<file path="src/rtl/sprite_compositor_multi.sv">
// sprite_compositor_multi
//   Composites NUM_SPRITES independently placed SPRITE_W x SPRITE_H sprites, drawn from one
//   shared sprite sheet and one shared palette, into the VGA pixel stream. Four pipeline
//   stages: box test, sheet lookup, fixed-priority select, palette lookup.
//   Optional macro: SPRITE_MIRROR_EN adds the spriteMirror port (per-sprite horizontal flip).
//   Sheet and palette ROM contents are generated in-module.
module sprite_compositor_multi #(
    parameter int                    NUM_SPRITES     = 4,
    parameter int                    SPRITE_W        = 50,
    parameter int                    SPRITE_H        = 50,
    parameter int                    X_WIDTH         = 10,
    parameter int                    Y_WIDTH         = 9,
    parameter int                    COLOR_BITS      = 12,
    parameter int                    PAL_ADDR_W      = 9,
    parameter int                    TRANSPARENT_IDX = 0,
    parameter logic [COLOR_BITS-1:0] BG_COLOR        = 12'h000,
    parameter string                 SHEET_MEM       = "../assetsMemFiles/spritesheet.mem",
    parameter string                 PAL_MEM         = "../assetsMemFiles/spritecolors.mem",
    localparam int                   ID_W            = (NUM_SPRITES > 1) ? $clog2(NUM_SPRITES) : 1
) (
    input  logic                           clk,
    input  logic                           resetn,
    input  logic                           frameStart,
    input  logic                           pixValidIn,
    input  logic [X_WIDTH-1:0]             x,
    input  logic [Y_WIDTH-1:0]             y,
    input  logic [NUM_SPRITES*X_WIDTH-1:0] spriteX,
    input  logic [NUM_SPRITES*Y_WIDTH-1:0] spriteY,
    input  logic [NUM_SPRITES-1:0]         spriteEn,
`ifdef SPRITE_MIRROR_EN
    input  logic [NUM_SPRITES-1:0]         spriteMirror,
`endif
    output logic                           pixValidOut,
    output logic                           hit,
    output logic [ID_W-1:0]                hitId,
    output logic [COLOR_BITS-1:0]          out
);

    localparam int SheetDepth = NUM_SPRITES * SPRITE_W * SPRITE_H;
    localparam int AddrW      = $clog2(SheetDepth);

    localparam logic [X_WIDTH:0]      WLim      = (X_WIDTH + 1)'(SPRITE_W);
    localparam logic [X_WIDTH:0]      WLast     = (X_WIDTH + 1)'(SPRITE_W - 1);
    localparam logic [Y_WIDTH:0]      HLim      = (Y_WIDTH + 1)'(SPRITE_H);
    localparam logic [PAL_ADDR_W-1:0] TranspIdx = PAL_ADDR_W'(TRANSPARENT_IDX);

    // Generated sheet contents: index 0 wherever the low address nibble is 5, otherwise a
    // non-zero index whose low nibble is never 0.
    function automatic logic [PAL_ADDR_W-1:0] sheetPattern(input logic [AddrW-1:0] a);
        logic [31:0] w;
        w = 32'(a);
        if (w[3:0] == 4'd5) return '0;
        return PAL_ADDR_W'((w ^ 32'd5) ^ ((w >> 9) << 4));
    endfunction

    function automatic logic [COLOR_BITS-1:0] palPattern(input logic [PAL_ADDR_W-1:0] p);
        return COLOR_BITS'(32'(p) * 32'd23 + 32'd1445);
    endfunction

    logic [NUM_SPRITES*X_WIDTH-1:0] shX;
    logic [NUM_SPRITES*Y_WIDTH-1:0] shY;
    logic [NUM_SPRITES-1:0]         shEn;
`ifdef SPRITE_MIRROR_EN
    logic [NUM_SPRITES-1:0]         shMirror;
`endif

    // Shadow position registers, updated only at frame start so a frame never tears.
    always_ff @(posedge clk or negedge resetn) begin
        if (!resetn) begin
            shX  <= '0;
            shY  <= '0;
            shEn <= '0;
`ifdef SPRITE_MIRROR_EN
            shMirror <= '0;
`endif
        end else if (frameStart) begin
            shX  <= spriteX;
            shY  <= spriteY;
            shEn <= spriteEn;
`ifdef SPRITE_MIRROR_EN
            shMirror <= spriteMirror;
`endif
        end
    end

    logic [NUM_SPRITES-1:0] inBoxD;
    logic [AddrW-1:0]       addrD [NUM_SPRITES];

    // Per-sprite box test and sheet address for the current pixel.
    always_comb begin
        logic [X_WIDTH:0] dx;
        logic [Y_WIDTH:0] dy;
        logic [X_WIDTH:0] col;
        logic             mirror;
        dx     = '0;
        dy     = '0;
        col    = '0;
        mirror = 1'b0;
        inBoxD = '0;
        for (int i = 0; i < NUM_SPRITES; i++) begin
            // Extra MSB acts as a sign: x < sx sets it rather than wrapping into the box.
            dx = {1'b0, x} - {1'b0, shX[i*X_WIDTH +: X_WIDTH]};
            dy = {1'b0, y} - {1'b0, shY[i*Y_WIDTH +: Y_WIDTH]};
`ifdef SPRITE_MIRROR_EN
            mirror = shMirror[i];
`endif
            col = mirror ? (WLast - dx) : dx;
            inBoxD[i] = shEn[i] & ~dx[X_WIDTH] & (dx < WLim) & ~dy[Y_WIDTH] & (dy < HLim);
            addrD[i] = '0;
            if (inBoxD[i]) begin
                addrD[i] = AddrW'(i * SPRITE_W * SPRITE_H) + AddrW'(dy) * AddrW'(SPRITE_W)
                         + AddrW'(col);
            end
        end
    end

    logic [NUM_SPRITES-1:0] inBox1;
    logic [AddrW-1:0]       addr1 [NUM_SPRITES];
    logic                   valid1;

    // Stage 1 register: box result and sheet address.
    always_ff @(posedge clk or negedge resetn) begin
        if (!resetn) begin
            inBox1 <= '0;
            valid1 <= 1'b0;
            for (int i = 0; i < NUM_SPRITES; i++) addr1[i] <= '0;
        end else begin
            inBox1 <= inBoxD;
            valid1 <= pixValidIn;
            for (int i = 0; i < NUM_SPRITES; i++) addr1[i] <= addrD[i];
        end
    end

    logic [PAL_ADDR_W-1:0] sheetRd [NUM_SPRITES];

    // One read port per channel; synthesis replicates the sheet ROM per port.
    always_comb begin
        for (int i = 0; i < NUM_SPRITES; i++) sheetRd[i] = sheetPattern(addr1[i]);
    end

    logic [NUM_SPRITES-1:0] inBox2;
    logic [PAL_ADDR_W-1:0]  idx2 [NUM_SPRITES];
    logic                   valid2;

    // Stage 2 register: synchronous sheet read with box/valid carried alongside.
    always_ff @(posedge clk or negedge resetn) begin
        if (!resetn) begin
            inBox2 <= '0;
            valid2 <= 1'b0;
            for (int i = 0; i < NUM_SPRITES; i++) idx2[i] <= '0;
        end else begin
            inBox2 <= inBox1;
            valid2 <= valid1;
            for (int i = 0; i < NUM_SPRITES; i++) idx2[i] <= sheetRd[i];
        end
    end

    logic                  winFound;
    logic [ID_W-1:0]       winId;
    logic [PAL_ADDR_W-1:0] winIdx;

    // Fixed priority: scanning downward leaves the lowest opaque index as the winner.
    always_comb begin
        winFound = 1'b0;
        winId    = '0;
        winIdx   = '0;
        for (int i = NUM_SPRITES - 1; i >= 0; i--) begin
            if (inBox2[i] && (idx2[i] != TranspIdx)) begin
                winFound = 1'b1;
                winId    = ID_W'(i);
                winIdx   = idx2[i];
            end
        end
    end

    logic                  hit3;
    logic [ID_W-1:0]       hitId3;
    logic [PAL_ADDR_W-1:0] selIdx3;
    logic                  valid3;

    // Stage 3 register: winner, with invalid pixel slots never reporting a hit.
    always_ff @(posedge clk or negedge resetn) begin
        if (!resetn) begin
            hit3    <= 1'b0;
            hitId3  <= '0;
            selIdx3 <= '0;
            valid3  <= 1'b0;
        end else begin
            hit3    <= valid2 & winFound;
            hitId3  <= (valid2 & winFound) ? winId : '0;
            selIdx3 <= winIdx;
            valid3  <= valid2;
        end
    end

    logic [COLOR_BITS-1:0] palRd;

    assign palRd = palPattern(selIdx3);

    // Stage 4 register: synchronous palette read and final colour select.
    always_ff @(posedge clk or negedge resetn) begin
        if (!resetn) begin
            out         <= BG_COLOR;
            hit         <= 1'b0;
            hitId       <= '0;
            pixValidOut <= 1'b0;
        end else begin
            out         <= hit3 ? palRd : BG_COLOR;
            hit         <= hit3;
            hitId       <= hitId3;
            pixValidOut <= valid3;
        end
    end

endmodule

</file>
<file path="config.mk">
export PLATFORM = sky130hd
export DESIGN_NAME = sprite_compositor_multi
export DESIGN_NICKNAME = d
export VERILOG_FILES = /design/src/rtl/sprite_compositor_multi.sv
export SDC_FILE = /design/constraint.sdc
export NUM_CORES = 1
export LEC_CHECK = 0
export BUFFER_PORTS_ARGS = -buffer_cell sky130_fd_sc_hd__buf_2
export CORE_MARGIN = 5
export CORE_UTILIZATION = 64
export CTS_BUF_LIST = sky130_fd_sc_hd__clkbuf_4
export DETAILED_ROUTE_END_ITERATION = 10
export PLACE_DENSITY = 0.84
export SLEW_MARGIN = 5
export SYNTH_ARGS = -nofsm -noshare
export SYNTH_HDL_FRONTEND = slang
export SYNTH_SLANG_ARGS = --single-unit
</file>
<file path="constraint.sdc">
create_clock -name clk -period 7.5 [get_ports clk]
set_input_delay 1.125 -clock clk [delete_from_list [all_inputs] [get_ports clk]]
set_output_delay 1.125 -clock clk [all_outputs]
set_load 0.01 [all_outputs]
</file>
### Word level (Yosys, flattened, before mapping)

Cells that the tools add are included.

| word-level totals | value |
|---|---|
| bits in registers | 211 |
| output and inout bits | 16 |
| word-level logic and storage cells | 127 |

| operators by class | value |
|---|---|
| $add $sub $neg | 16 |
| $mul | 5 |
| magnitude comparators | 8 |
| equal/unequal tests | 4 |
| multiplexer cells | 30 |
| bitwise operators | 33 |
| reduce and logical (&&, ||, !) cells | 8 |

Operators by type and width:

| operator | count |
|---|---|
| 9-bit two-way mux | 12 |
| 14-bit by 11-bit adder with 14-bit output | 4 |
| 14-bit two-way mux | 4 |
| 10-bit by 5-bit multiplier with 13-bit output, second input constant | 4 |
| 11-bit by 6-bit less-than comparator with 1-bit output, second input constant | 4 |
| 10-bit by 10-bit subtractor with 11-bit output | 4 |
| 10-bit by 6-bit less-than comparator with 1-bit output, second input constant | 4 |
| 9-bit by 9-bit subtractor with 10-bit output | 4 |
| 9-bit nonzero test | 4 |
| 9-bit bitwise XOR | 4 |
| 13-bit by 14-bit adder with 14-bit output, first input constant | 2 |
| 1-bit bitwise AND | 17 |
| 4-bit by 3-bit equality test with 1-bit output, second input constant | 4 |
| 12-bit by 14-bit adder with 14-bit output, first input constant | 1 |
| 12-bit by 11-bit adder with 12-bit output, second input constant | 1 |
| 9-bit by 5-bit multiplier with 12-bit output, second input constant | 1 |
| 12-bit two-way mux | 1 |
| 2-bit two-way mux | 5 |
| 1-bit two-way mux | 8 |
| 1-bit inverter | 8 |
| 2-bit inverter | 4 |
| 1-bit logical AND | 4 |

### Longest topological paths before layout

| depth | value |
|---|---|
| word-level depth | 8 |
| mapped depth | 28 |
| gate-level depth less buffers | 28 |

### Worst setup path after synthesis

Ideal clock, no wire load.

| timing path | value |
|---|---|
| kind | input to register |
| start | input port y[0] |
| end | register addr1[13] (netlist name) |
| setup time | 0.090 ns |
| arrival time | 6.112 ns |
| path slack | 1.299 ns |
| stages | 26 |
| path buffers | 0 |
| cell sequence | inv_1 ha_1 inv_1 fa_1 a21o_1 a21oi_1 o21bai_1 a21oi_1 xor2_1 inv_1 ha_1 ha_1 inv_1 fa_1 inv_1 ha_1 xor2_1 ha_1 inv_1 ha_1 and3_1 a21oi_1 o21ai_0 o41ai_1 xnor2_1 nor3b_1 |

RTL lines:

| what | RTL line | RTL |
|---|---|---|
| start, declared | 26 | `input logic [Y_WIDTH-1:0] y,` |
| end, declared | 118 | `logic [AddrW-1:0] addr1 [NUM_SPRITES];` |

==> summary.txt <==
Clocking
  – Worst-path clk slew: 60 ps
  – CTS tree: done
  – CTS Sinks: 211
  – CTS Buf Count: 55
  – Post-cts repair resize count: 0
  – H-tree Lvls: 2
  – Clk_lat worst skew: 740 ps
  – Hold_buf cts: 0
  – # Post-CTS Setup Buffers: 0
  – Root Driver: clkbuf_4
  – Max Root-Sink Buffers: 3

Cells and area
  – Final Cell Area: 0.01898 sq mm
  – Layout cell share with drive strength beyond 1: 0.1187
  – Final Non-Filler Cells: 2398
  – Multi-input gate area: 0.01089 sq mm
  – Sequential cell area: 0.005280 sq mm
  – Area grow syn2layout: 8.895%
  – Nets: 2474
  – Fillcell total: about 2000

Critical path
  – CP Capture Type: flip-flop
  – Crit path DAT: 6840 ps
  – CP startpoint kind: primary input
  – R2r startpoint: shY[27]
  – Delay-heaviest family, CP: adder cells
  – Buffer and inverter count on the worst path: 7
  – Max stage delay cell, worst path: fa_1
  – Worst flop-to-flop path endpoint: addr1[13]
  – Kind of critical path: in -> reg
  – CP peak stage delay: 500 ps
  – Worst R2R Path Depth: 25
  – CP Max Fanout: 7
  – Worst Path Required: just over 8000 ps
  – Reg2reg setup slack: 1510 ps

Yosys
  – Mapped Area: 0.01743 sq mm
  – Post-synth EDFFs: 0
  – Top cell type's share of synthesized area: 0.3029
  – Top post-synthesis cells by area: dfrtp_1 30%, ha_1 22%, inv_1 6.1%, fa_1 5.7%, xnor2_1 5.1%
  – Syn_nets: 2336
  – Sequential share of the synthesized area: 0.3029
  – Largest area contributor in the netlist: dfrtp_1
  – Ys async rst share: 1.000
  – Synth Register Bits: 211
  – Mapped Avg Cell Area: 9.276 sq um
  – Synth warn: 0
  – Post-synth top flop: dfrtp_1
  – Synth Instances: 1879
  – Count of cell types in the netlist: 79

Timing
  – Slew HR: 0.1996
  – Tcrit/Tclk final: 0.8289
  – Min Tclk post-route: 6216 ps
  – Worst-margin pin slew: 1199 ps
  – Fin Clk Skew: 44.98 ps
  – Unrepaired setup endpoints after global routing: false
  – Max-slew violations: 0
  – Fin. Hold Viols: 0
  – Fmax: 160.9 MHz
  – Post-route setup TNS: 0 ps
  – Final Setup Violations: 0
  – Hold Slack: 342.3 ps

Floorplan
  – Die ar.: between 0.03 and 0.04 sq mm
  – IO Count: between 100 and 150
  – Die W: 175.0 um
  – Starting Density: 0.6485
  – Core area: 0.02688 sq mm
  – Die height: around 180 um
  – Num rows: 60

Flow run
  – MaxCap Viol Count: 0

Global routing
  – Vias in the first global route: 13890
  – All-layer global routing usage: 0.2590
  – Total grt overflow: 0
  – First-pass GRT wire length: 65.73 mm
  – Maximum number of pins on one net before global-route repair: 88
  – Initial antenna violation count: 2

Drt
  – Starting DRC count in detailed routing: 654
  – Final WL: between 30 and 40 mm
  – Routed len/inst: approximately 16 um
  – Via count: 13580
  – Initial DRT Pass Iterations: 8
  – DRT antenna net count: 0
  – DRC Markers: 2
  – Vias per cell: about 5.7

Placement
  – Gp weighted congestion: 0.9562
  – Cells after DPL: 2301
  – Area of placed instances: 0.01829 sq mm
  – Buffers on Ports: between 100 and 150
  – DP Wirelength: 31.31 mm

Hold path
  – Hold EP: inBox2[1]
  – Hold path cells: 0
  – Worst hold start: inBox1[1]
  – Min-delay worst type: reg -> reg

Status
  – Violated checks: design-rule violations
  – Status: finished with violations
worst max-delay path by stage:
stage,depth (start not counted),endpoint,start,slack [ps]
2_1_floorplan,26,addr1[13],y[0],1300
3_3_place_gp,27,addr1[13],y[0],770
3_5_place_dp,27,addr1[13],y[0],660
4_1_cts,27,addr1[13],y[0],1380
5_1_grt,27,addr1[13],y[0],890
6_report,27,addr1[13],y[0],1280
metal layers:
layer	GRT usage	routed length (um)
met5	0	0
met3	0.05971	2652
met1	0.3353	16950
met2	0.4339	18040
met4	0.08314	1196
cell usage after synthesis, drive strengths merged (4+ instances only):
master,count
inv,284
nor3b,9
clkbuf,31
o21a,19
o41ai,9
a211oi,9
nand2,132
or2,8
buf,10
a31oi,8
dfrtp,211
o31a,10
o2111ai,7
nand2b,11
nand3b,4
xnor2,101
or4,4
o21bai,14
o211ai,4
nor3,82
ha,304
fa,50
and3,13
a22oi,7
xor2,47
nor2,117
a21o,32
nand3,24
o311ai,7
a21oi,91
nor2b,17
nor4,12
or3,7
a2111oi,6
nand4b,4
a2111o,4
o21ai,119
mux2,12
worst reg2reg max path, cell delays in order (launching register included):
cell	delay [ps]
dfrtp_1	400
ha_1	200
inv_1	60
fa_1	400
a21o_1	180
a21oi_1	420
o21bai_1	110
a21oi_1	220
xor2_1	260
inv_1	140
ha_1	320
ha_1	280
inv_1	50
fa_1	500
inv_1	40
ha_1	350
xor2_1	180
ha_1	270
inv_1	40
ha_1	360
and3_1	180
a21oi_1	100
o21ai_0	120
o41ai_1	330
xnor2_1	160
nor3b_1	200
cell type report:
cell class              count  area share
multi-input cells        1343      0.5737
clock inverters            23    0.007383
inverters                 284     0.05617
well taps                 341     0.02248
diodes                      2   0.0002637
repair buffers            122     0.03329
flip-flops and latches    211      0.2782
clock buffers              72     0.02848
layout by cell type, fill, tap and decap left out, types with 17 or more instances in the layout:
cell type	n
clkbuf_4	72
nor2_1	117
nand2_1	132
nor2b_1	17
buf_2	116
fa_1	50
o21ai_0	117
a21oi_1	90
xor2_1	47
dfrtp_1	211
xnor2_1	101
a21o_1	31
nor3_1	73
o21a_1	18
ha_1	304
nand3_1	24
inv_1	284
per-stage QoR:
step	util	worst slack [ps]
finish	0.7062	1284
global route	0.7062	886.8
CTS	0.7060	1381
detailed placement	0.6807	659.8
global placement	0.6807	768.3
floorplan	-	1299
kinds of logic (layout without fill, tap and decap cells):
kind of cell | Yosys count | in the layout | synth area share
muxes | 14 | 14 | 0.008902
AOI/OAI and AO/OA | 372 | 372 | 0.1383
DFF | 211 | 211 | 0.3029
xor gates and xnor gates | 149 | 149 | 0.07566
adders and majority gates | 354 | 354 | 0.2757
buffers and inverters | 325 | 501 | 0.07229
other | 0 | 2 | 0
and+or+nand+nor | 454 | 454 | 0.1263
registers in the layout, indices dropped and copies added, names as in the netlist, 2 cells and up:
name,flops
idx2,36
selIdx3,9
inBox1,4
shEn,4
shY,36
addr1,56
hitId3,2
out,12
shX,40
inBox2,4
hitId,2
Power is left out: the tool's default activity adds up to more than one toggle a clock period on the data nets, which glitch-free logic cannot reach.
